### src/rtl/reg_file_pkg.sv
// reg_file_pkg: shared defaults, the hardwired-zero address and the address type
package reg_file_pkg;
    localparam int W_DEF  = 8;
    localparam int D_DEF  = 4;
    localparam int NR_DEF = 2;
    typedef logic [D_DEF-1:0] reg_addr_t;
    localparam reg_addr_t REG0 = '0;
endpackage

### src/rtl/rf_read_port.sv
// rf_read_port: one combinational read mux with write bypass and busy masking
// Ports: raddr_i address; regs_i/busy_i storage and scoreboard; we*/waddr*/wdata*
// the in-flight writes; rdata_o read data; rbusy_o busy flag of the addressed register.
module rf_read_port
    import reg_file_pkg::*;
#(
    parameter int W       = W_DEF,
    parameter int D       = D_DEF,
    parameter bit ZERO_R0 = 1'b1,
    parameter bit BYPASS  = 1'b1
) (
    input  logic [D-1:0]            raddr_i,
    input  logic [2**D-1:0][W-1:0]  regs_i,
    input  logic [2**D-1:0]         busy_i,
    input  logic                    we0_i,
    input  logic [D-1:0]            waddr0_i,
    input  logic [W-1:0]            wdata0_i,
    input  logic                    we1_i,
    input  logic [D-1:0]            waddr1_i,
    input  logic [W-1:0]            wdata1_i,
    output logic [W-1:0]            rdata_o,
    output logic                    rbusy_o
);
    logic is_zero, hit0, hit1;
    assign is_zero = ZERO_R0 && raddr_i == D'(REG0);
    assign hit0    = BYPASS && we0_i && waddr0_i == raddr_i;
    assign hit1    = BYPASS && we1_i && waddr1_i == raddr_i;
    // port 1 has priority on a double hit, matching the write arbitration
    assign rdata_o = is_zero ? '0 : hit1 ? wdata1_i : hit0 ? wdata0_i : regs_i[raddr_i];
    // a forwarded value is the finished result, so its producer is no longer pending
    assign rbusy_o = !is_zero && !(hit0 || hit1) && busy_i[raddr_i];
endmodule

### src/rtl/reg_file_mp.sv
// reg_file_mp: multi-port register file with two write ports and a busy scoreboard
// Ports: clk_i/reset_i clock and async active-high reset; raddr_i/rdata_o/rbusy_o packed
// read ports; we0/waddr0/wdata0 ALU write; we1/waddr1/wdata1 load writeback write;
// busy_set_i/busy_addr_i issue-side pending mark; wcollide_o one-cycle same-address write pulse.
module reg_file_mp
    import reg_file_pkg::*;
#(
    parameter int W       = W_DEF,
    parameter int D       = D_DEF,
    parameter int NR      = NR_DEF,
    parameter bit ZERO_R0 = 1'b1,
    parameter bit BYPASS  = 1'b1
) (
    input  logic            clk_i,
    input  logic            reset_i,
    input  logic [NR*D-1:0] raddr_i,
    output logic [NR*W-1:0] rdata_o,
    output logic [NR-1:0]   rbusy_o,
    input  logic            we0_i,
    input  logic [D-1:0]    waddr0_i,
    input  logic [W-1:0]    wdata0_i,
    input  logic            we1_i,
    input  logic [D-1:0]    waddr1_i,
    input  logic [W-1:0]    wdata1_i,
    input  logic            busy_set_i,
    input  logic [D-1:0]    busy_addr_i,
    output logic            wcollide_o
);
    localparam int N = 2**D;
    if (NR < 1 || NR > 4) begin : g_nr_check
        $error("reg_file_mp: NR must be in 1..4");
    end
    logic [N-1:0][W-1:0] regs_q, regs_d;
    logic [N-1:0]        busy_q, busy_d;
    logic                wcollide_q, wcollide_d;
    logic                w0_ok, w1_ok, bs_ok;
    assign w0_ok = we0_i && !(ZERO_R0 && waddr0_i == D'(REG0));
    assign w1_ok = we1_i && !(ZERO_R0 && waddr1_i == D'(REG0));
    assign bs_ok = busy_set_i && !(ZERO_R0 && busy_addr_i == D'(REG0));
    // the collision pulse ignores the R0 guard: it reports the request, not the effect
    assign wcollide_d = we0_i && we1_i && waddr0_i == waddr1_i;
    // assignment order encodes priority: port 1 over port 0, busy set over clear
    always_comb begin
        regs_d = regs_q;
        busy_d = busy_q;
        if (w0_ok) regs_d[waddr0_i] = wdata0_i;
        if (w1_ok) regs_d[waddr1_i] = wdata1_i;
        if (we0_i) busy_d[waddr0_i] = 1'b0;
        if (we1_i) busy_d[waddr1_i] = 1'b0;
        if (bs_ok) busy_d[busy_addr_i] = 1'b1;
    end
    always_ff @(posedge clk_i or posedge reset_i) begin
        if (reset_i) begin
            regs_q     <= '0;
            busy_q     <= '0;
            wcollide_q <= 1'b0;
        end else begin
            regs_q     <= regs_d;
            busy_q     <= busy_d;
            wcollide_q <= wcollide_d;
        end
    end
    assign wcollide_o = wcollide_q;
    for (genvar i = 0; i < NR; i++) begin : g_rd
        rf_read_port #(.W(W), .D(D), .ZERO_R0(ZERO_R0), .BYPASS(BYPASS)) u_rd (
            .raddr_i  (raddr_i[i*D +: D]),
            .regs_i   (regs_q),
            .busy_i   (busy_q),
            .we0_i    (we0_i),
            .waddr0_i (waddr0_i),
            .wdata0_i (wdata0_i),
            .we1_i    (we1_i),
            .waddr1_i (waddr1_i),
            .wdata1_i (wdata1_i),
            .rdata_o  (rdata_o[i*W +: W]),
            .rbusy_o  (rbusy_o[i])
        );
    end
endmodule

### config.mk
export PLATFORM = sky130hd
export DESIGN_NAME = reg_file_mp
export DESIGN_NICKNAME = d
export VERILOG_FILES = /design/src/rtl/reg_file_pkg.sv /design/src/rtl/rf_read_port.sv /design/src/rtl/reg_file_mp.sv
export SDC_FILE = /design/constraint.sdc
export NUM_CORES = 1
export LEC_CHECK = 0
export ABC_AREA = 1
export CAP_MARGIN = 0
export CORE_MARGIN = 5
export CORE_UTILIZATION = 45
export CTS_CLUSTER_DIAMETER = 50
export DETAILED_ROUTE_END_ITERATION = 8
export PLACE_DENSITY = 0.65
export RECOVER_POWER = 100
export SLEW_MARGIN = 10
export SYNTH_ARGS = -nofsm -noshare
export SYNTH_HDL_FRONTEND = slang
export SYNTH_SLANG_ARGS = --single-unit
### constraint.sdc
create_clock -name clk_i -period 9.75 [get_ports clk_i]
set_input_delay 1.4625 -clock clk_i [delete_from_list [all_inputs] [get_ports clk_i]]
set_output_delay 1.4625 -clock clk_i [all_outputs]
set_load 0.01 [all_outputs]
# After elaboration in Yosys (flattened, before gate mapping)
# Cells that the tools add are included.
# op_classes
n_eq_ne	5
n_mux	31
bitwise	5
reduce_logical	30
magnitude_cmp	8
# op_table
operator	count
bitwise mux 128 bit	2
2-to-1 mux 128 bit	2
2-to-1 mux 8 bit	10
binary-select mux 8 bit (select 4 bit)	2
demux 8 bit (select 4 bit)	2
2-to-1 mux 16 bit	3
AND 16 bit	2
NOT 16 bit	2
< comparator 4 x 5 -> 1 bit, second input constant	5
== test 4 bit	5
zero test 4 bit	5
logical AND 1 bit	16
bitwise OR 16 bit	1
demux 1 bit (select 4 bit)	3
greater-or-equal comparator 4 x 1 -> 1 bit, second input constant	3
binary-select mux 1 bit (select 4 bit)	2
zero test 1 bit	7
2-to-1 mux 1 bit	5
logical OR 1 bit	2
# word_totals
input_bits	41
elab_cells	97
out_inout_bits	19
reg_bits	145

# Depth between registers and ports, before layout
# Gate-level depths: netlist of run 1.
# depth
ltp_word	11
depth_mapped	12
mapped_depth_nobuf	10

# Hierarchy
# Synthesis of run 1 repeated with hierarchy kept, for this count alone.
# unflattened
cells_unflattened	1959
area_unflattened_um2	11458.5
# by_module_without_submodules
module	cells_per_inst	area_per_inst_um2	n_inst	seq_area_each_um2
reg_file_mp	1033	7417.1	1	3628.5
rf_read_port	463	2020.7	2	0.0

# Worst setup path before layout of run 1
# No wires, ideal clock.
# synth_timing
kind	input to output
start	input port raddr_i[0]
end	output port rbusy_o[0]
path_slack_ns	5.634
arrival_ns	2.653
path_buffers	4
stages	11
cell_sequence	buf_2 inv_1 buf_2 buf_2 nand2_1 a31oi_1 o21ai_0 nand3_1 nand3_1 nor2_1 buf_4
# synth_between
elab_chain_cells	6
word_cells_on_any_way	12
# synth_lines
item	line_no	text
start: declaration	reg_file_mp.sv:16	input logic [NR*D-1:0] raddr_i,
parallel branches: the longest is 5 deep, another holds binary-select mux 1 bit (select 4 bit)	n/a	
logical AND 1 bit (*)	rf_read_port.sv:31	assign rbusy_o = !is_zero && !(hit0 || hit1) && busy_i[raddr_i];
end: declaration	reg_file_mp.sv:18	output logic [NR-1:0] rbusy_o,
# Mark *: on every way between the ends. The select of a mux whose other input is x is not followed.

# Final worst setup path of run 1
# layout_timing
start	input port raddr_i[5]
end	output port rdata_o[10]
# layout_between
elab_chain_cells	5
word_cells_on_any_way	10
# layout_lines
item	line_no	text
binary-select mux 8 bit (select 4 bit) or == test 4 bit (tied branches)	rf_read_port.sv:29, rf_read_port.sv:26	
2-to-1 mux 8 bit (not written as such) or logical AND 1 bit (tied branches)	rf_read_port.sv:29, rf_read_port.sv:26	
2-to-1 mux 8 bit (2 in series)	rf_read_port.sv:29	assign rdata_o = is_zero ? '0 : hit1 ? wdata1_i : hit0 ? wdata0_i : regs_i[raddr_i];
2-to-1 mux 8 bit (*)	rf_read_port.sv:29	
end: declaration	reg_file_mp.sv:17	output logic [NR*W-1:0] rdata_o,
# Mark *: on every way between the ends. The rest lies on a longest branch, timed or not. The select of a mux whose other input is x is not followed.

==> results of run 1 <==
## flip-flops by register name, indices dropped and copies added (netlist names)
register,cells
wcollide_o,1
regs_q,128
busy_q,16
## cells by family (layout without fill, tap and decap cells)
kind of cell | after synthesis | count (layout) | synth area share [%]
AO/OA/AOI/OAI | 374 | 374 | 19.9
buffers and inverters | 327 | 322 | 12.8
flip-flops | 145 | 145 | 34.5
AND/OR/NAND/NOR | 797 | 797 | 32.8
## worst paths after layout
check | startpoint | to | cells past startpoint
worst max register to register | regs_q[57] | regs_q[57] | 4
max in group asynchronous | reset_i | regs_q[122] | 3
min in group asynchronous | reset_i | regs_q[50] | 2
worst min register to register | regs_q[4] | regs_q[4] | 0
worst min-delay path | regs_q[4] | regs_q[4] | 0
worst max-delay path | raddr_i[5] | rdata_o[10] | 9
## placed cells by master (no fill, tap or decap), types with 2 or more instances in the layout
master           count
clkinvlp_4           5
buf_4                9
nand3b_1             3
inv_1              196
bufinv_16            3
a21oi_1             85
o21ai_1              2
o21ai_0            182
clkinv_1             8
o22ai_1             31
inv_2               13
nor3_4               3
nand4_1             10
nor2_1              77
buf_2                4
dlygate4sd3_1       21
nand2_1            479
a22oi_1              3
dfrtp_1            145
nor2_4               5
nand2_2              2
o21a_1               5
clkinv_4             2
a21oi_2              3
nor2_2               3
o211ai_1            49
clkdlybuf4s50_1     34
clkbuf_16           17
nor3_1               7
a31oi_1              9
nand3_1            206
clkbuf_1             5
## layer usage
layer | track usage, % | vias to the layer above | wire, um
li1 | - | 5341 | -
met4 | 20.4 | 0 | 3370
met2 | 49.4 | 915 | 18600
met1 | 44.7 | 5379 | 17200
met3 | 7.64 | 212 | 5470
met5 | 0 | - | 0
## power groups by stage
stage          logic (uW)  clock network, uW  registers [uW]
2_1_floorplan         460                  0             802
3_3_place_gp          641                  0             824
3_5_place_dp          649                  0             828
4_1_cts               653                700             819
5_1_grt               738                722             835
6_report              659                704             823
## cell type report
type                            instances  share of cell area, %
Clock buffer                           20                   3.85
Clock inverter                         12                   1.37
Inverter                              219                   7.12
Timing Repair Buffer                   71                   5.60
Sequential cell                       145                   31.3
Multi-Input combinational cell       1171                   47.3
Tap cell                              319                   3.44
## metrics by stage
stage	instances	instance area [um2]	utilization [%]	setup WS (ns)
after floorplan	1643	10500	-	4.39
after global placement	1925	11100	47.6	3.46
after detailed placement	1925	11100	47.6	3.46
after CTS	1957	11700	50.2	3.43
after global routing	1957	11600	49.9	1.80
final	1957	11600	49.9	2.77
==> flow_metrics.py, run 1 <==
metrics = {
    "layout": {
        "diodes": 0,
        "seq_area_mm2": 0.00363,
        "multiInputGateArea_mm2": 0.00549,
        "nFillCells": 2458,
        "area_delta_synth_final_pct": 10.2,
        "fin_nets": 1666,
        "drive_gt1_share_pct": 4.70,
    },
    "yosys": {
        "synth_area_leaders": "dfrtp_1, nand2_1, nand3_1",
        "yosys.area.top_type_share_pct": 34.5,
        "syn_avg_cell_area_um2": 6.41,
        "synth_cells": 1643,
        "synthArstFlopShare_pct": 100,
        "ys_seq_elements": 145,
        "syn-num-nets": 1684,
        "synth_edf_count": 0,
        "synth_common_cells": "nand2_1, nand3_1, inv_1",
        "yosysSeqAreaShare_pct": 34.5,
        "synth_most_common_cell": "nand2_1",
        "synth_flop_cell": "dfrtp_1",
        "synth_top_cell_by_area": "dfrtp_1",
        "synth_warnings": 0,
        "synth_cell_types": 37,
        "netlist_area_mm2": 0.0105,
    },
    "status": {
        "status": "finished with violations",
        "failed_checks": "capacitance limit, slew limit",
    },
    "power": {
        "vdd_drop_max_uv": 115,
        "switching_share_pct": 36.7,
        "p_leak_uw": 0.00569,
        "p_per_area_mw_per_mm2": 188,
        "total_power_uw": 2190,
        "clkPwrFrac_pct": 32.2,
        "p_int_uw": 1380,
        "p_seq_share_pct": 37.7,
        "pwr-share-comb_pct": 30.1,
        "switching_power_uw": 802,
    },
    "global_route": {
        "grt_pass1_wl_um": 66800,
        "grt-ovfl-total": 0,
        "grt_usage_pct": 33.5,
        "grt_max_degree": 93,
        "antenna_found_initial": 0,
        "grt_pass1_vias": 10700,
    },
    "sta": {
        "setup_violations": 0,
        "whs_ns": 0.381,
        "finClkSkew_ns": 0,
        "rsz0062_at_grt": "no",
        "tns_ns": 0,
        "hold_viol": 0,
        "min_period_over_period_pct": 71.6,
        "max_freq_mhz": 143,
        "max_slew.worst_pin.slew_ns": 4.33,
        "slew_headroom_pct": -190,
        "min_period_ns": 6.98,
        "slew_violations": 158,
    },
    "routing": {
        "vias_per_cell": 6.05,
        "drtIter0Drc": 1908,
        "vias": 11800,
        "wl_per_cell_um": 22.8,
        "drc": 0,
        "dr.pass1.iters": 5,
        "ant_nets": 0,
        "wirelength_um": 44600,
    },
    "critical_path": {
        "worst-endpoint-arrival_ns": 5.52,
        "critPathTopFamily": "buffers and inverters",
        "path_buf_inv": 5,
        "cpPeakStageDelay_ns": 0.73,
        "critical-path-slowest-cell": "clkinv_1",
        "crit_type": "primary input to output port",
        "start_kind": "primary input",
        "crit_chain": "buf_2 -> buf_4 -> clkinv_1 -> clkbuf_1 -> o22ai_1 -> nand3b_1 -> o21ai_0 -> a21oi_1 -> dlygate4sd3_1",
        "cp.required_ns": 8.29,
        "critPathCaptureType": "output port",
        "r2r_setup_slack_ns": 8.76,
        "crit_fanout": 45,
    },
    "cts": {
        "cts.clk_slew.worst_paths_ns": 0.07,
        "cts_buffer_depth": 2,
        "cts_tree": "yes",
        "clock-root-buffer": "clkbuf_16",
        "hold_buffers": 0,
        "clock_latency_ns": 0.43,
        "post_cts_buffers": 0,
        "cts_sinks": 145,
        "h-tree-depth": 4,
        "cts_inserted_buffers": 17,
        "post_cts_resized": 0,
    },
    "floorplanning": {
        "ioPinCount": 60,
        "coreArea_mm2": 0.0233,
        "initial_utilization_pct": 45.2,
        "die_h_um": 163,
        "die_x_um": 163,
        "dieArea_mm2": 0.0265,
        "row_count": 56,
    },
    "placed_design": {
        "hpwl_um": 30000,
        "gp_congestion": 1.07,
        "port_buffers": 59,
    },
    "worst_hold_path": {
        "hold_path_class": "register to register",
    },
    "run": {
        "drv_cap": 3,
    },
}
(Power assumes the default switching activity.)
==> run 2, diff against run 1 <==
clock period = 7.1 ns   (was 9.75 ns; I/O delays follow)
==> run 2 against run 1 <==
The run still ends with capacitance limit, slew limit left. Routed wire length increased by 2.4%. Flip-flop and latch count did not move. Via count decreased by 0.11%. Clock power grew 37%. Combinational power rose by 40%. Setup slack got worse by 1.1 ns. Register-to-register slack got worse by 2.6 ns. Die area unchanged. Final cell count increased by 0.61%. Critical endpoint is now rdata_o[0]. Largest power group unchanged.
==> flow_metrics.py, run 2 (synthesis gave the netlist of run 1 again) <==
metrics = {
    "status": {
        "status": "finished with violations",
        "failed_checks": "capacitance limit, slew limit",
    },
    "layout": {
        "area_delta_synth_final_pct": 11.1,
        "layout_common_cells": "nand2_1, nand3_1, inv_1",
        "final_common_cell": "nand2_1",
        "fin_nets": 1677,
        "final_cells": 1969,
        "nFillCells": 2441,
        "drive_gt1_share_pct": 5.46,
        "largest_reg_flops": 128,
        "largest-register": "regs_q",
    },
    "placed_design": {
        "port_buffers": 59,
        "pre_cts_ws_ns": 2.02,
        "gp_congestion": 1.04,
        "placed_cells_incl_taps": 1936,
        "hpwl_um": 30700,
    },
    "routing": {
        "vias_per_cell": 6.01,
        "drc": 0,
        "wl_met3_um": 5780,
        "dr.pass1.iters": 7,
        "drtIter0Drc": 1775,
        "ant_nets": 0,
        "wl_per_cell_um": 23.2,
        "dr_wl_met2_um": 19000,
        "vias": 11800,
        "wl_met1_um": 17900,
        "wirelength_um": 45700,
        "top_layer": "met5",
    },
    "sta": {
        "rsz0062_at_grt": "no",
        "max_slew.worst_pin.slew_ns": 4.09,
        "setup_violations": 0,
        "finClkSkew_ns": 0,
        "fin_ws_ns": 1.67,
        "tns_ns": 0,
        "hold_viol": 0,
        "slew_violations": 112,
        "slew_headroom_pct": -172,
        "min_period_ns": 5.43,
        "min_period_over_period_pct": 76.4,
        "max_freq_mhz": 184,
    },
    "power": {
        "switching_power_uw": 1130,
        "pwr-share-comb_pct": 30.7,
        "clkPwrFrac_pct": 32.0,
        "p_leak_uw": 0.00577,
        "vdd_drop_max_uv": 128,
        "p_seq_share_pct": 37.2,
        "total_power_uw": 3010,
        "p_int_uw": 1880,
        "p_per_area_mw_per_mm2": 258,
        "switching_share_pct": 37.6,
    },
    "run": {
        "drv_cap": 2,
    },
    "cts": {
        "cts_inserted_buffers": 17,
        "cts.clk_slew.worst_paths_ns": 0.07,
        "h-tree-depth": 4,
        "cts_buffer_depth": 2,
        "clock-root-buffer": "clkbuf_16",
        "clock_latency_ns": 0.43,
        "post_cts_buffers": 0,
        "hold_buffers": 0,
        "cts_tree": "yes",
        "post_cts_resized": 0,
        "cts_sinks": 145,
    },
    "global_route": {
        "grt_max_degree": 102,
        "grt_pass1_wl_um": 68300,
        "grt_pass1_vias": 10700,
        "antenna_found_initial": 1,
        "grt_usage_pct": 34.3,
        "grt-ovfl-total": 0,
    },
    "floorplanning": {
        "coreArea_mm2": 0.0233,
        "dieArea_mm2": 0.0265,
        "die_h_um": 163,
        "ioPinCount": 60,
        "row_count": 56,
        "initial_utilization_pct": 45.2,
        "die_x_um": 163,
    },
    "critical_path": {
        "r2r-start": "regs_q[24]",
        "start_kind": "primary input",
        "crit_start": "raddr_i[2]",
        "critPathCaptureType": "output port",
        "crit_type": "primary input to output port",
        "cp.required_ns": 6.03,
        "worst-endpoint-arrival_ns": 4.36,
        "crit_fanout": 13,
    },
    "worst_hold_path": {
        "min_from": "regs_q[4]",
        "hold_path_class": "register to register",
    },
}
-- run 2: cell count changes in the layout (fill, tap and decap cells not counted), sizes merged --
cell / before / now
inv: 211 / 215
clkinvlp: 6 / 3
clkinv: 11 / 13
clkbuf: 23 / 18
buf: 13 / 27
diode: 0 / 1
dlygate4sd3: 21 / 25
clkdlybuf4s50: 34 / 30
bufinv: 3 / 2
-- run 2: power by group through the flow --
stage | sequential [uW] | combinational [uW] | clock (uW)
global placement | 1130 | 894 | 0
global route | 1140 | 1030 | 996
CTS | 1120 | 913 | 966
detailed placement | 1130 | 908 | 0
floorplan | 1100 | 632 | 0
finish | 1120 | 925 | 965
-- run 2: stage by stage --
| step | utilization [%] | cell area [um2] | hold WS (ns) |
|---|---|---|---|
| 4_1_cts | 50.6 | 11800 | 0.383 |
| 5_1_grt | 50.2 | 11700 | 0.388 |
| 3_3_place_gp | 48.0 | 11200 | 0.365 |
| 2_1_floorplan | - | 10500 | 0.429 |
| 6_report | 50.3 | 11700 | 0.377 |
| 3_5_place_dp | 48.0 | 11200 | 0.366 |
-- run 2: worst paths after layout --
kind | cells after the start | slack (ns) | end
worst min-delay path | 0 | 0.38 | regs_q[4]
worst max-delay path | 10 | 1.67 | rdata_o[0]
worst max register to register | 4 | 6.15 | regs_q[24]
min in group asynchronous | 2 | 2.58 | regs_q[54]
max in group asynchronous | 2 | 2.15 | regs_q[109]
worst min register to register | 0 | 0.38 | regs_q[4]
-- run 2: per-layer routing --
layer  vias up  track usage [%]
met5         -                0
met4         2             18.5
met3       186             8.28
met2       832             49.8
met1      5461             47.1
li1       5353                -
-- run 2: worst max-delay path, stage by stage --
cell,delay [ns]
dlygate4sd3_1,0.95
inv_1,0.39
nor2_1,0.60
nand3_1,0.15
nand2_1,0.11
nor2_1,0.05
nand2_1,0.07
nand2_1,0.05
a21oi_1,0.26
dlygate4sd3_1,0.66
-- run 2: layout make-up --
class                   count  area, um2  share of cell area, %
well taps                 319        399                   3.41
repair buffers             82        743                   6.36
flip-flops and latches    145       3630                   31.0
inverters                 219        823                   7.04
multi-input cells        1171       5480                   46.9
clock inverters            14        175                   1.50
clock buffers              18        439                   3.76
diodes                      1       2.50                 0.0214
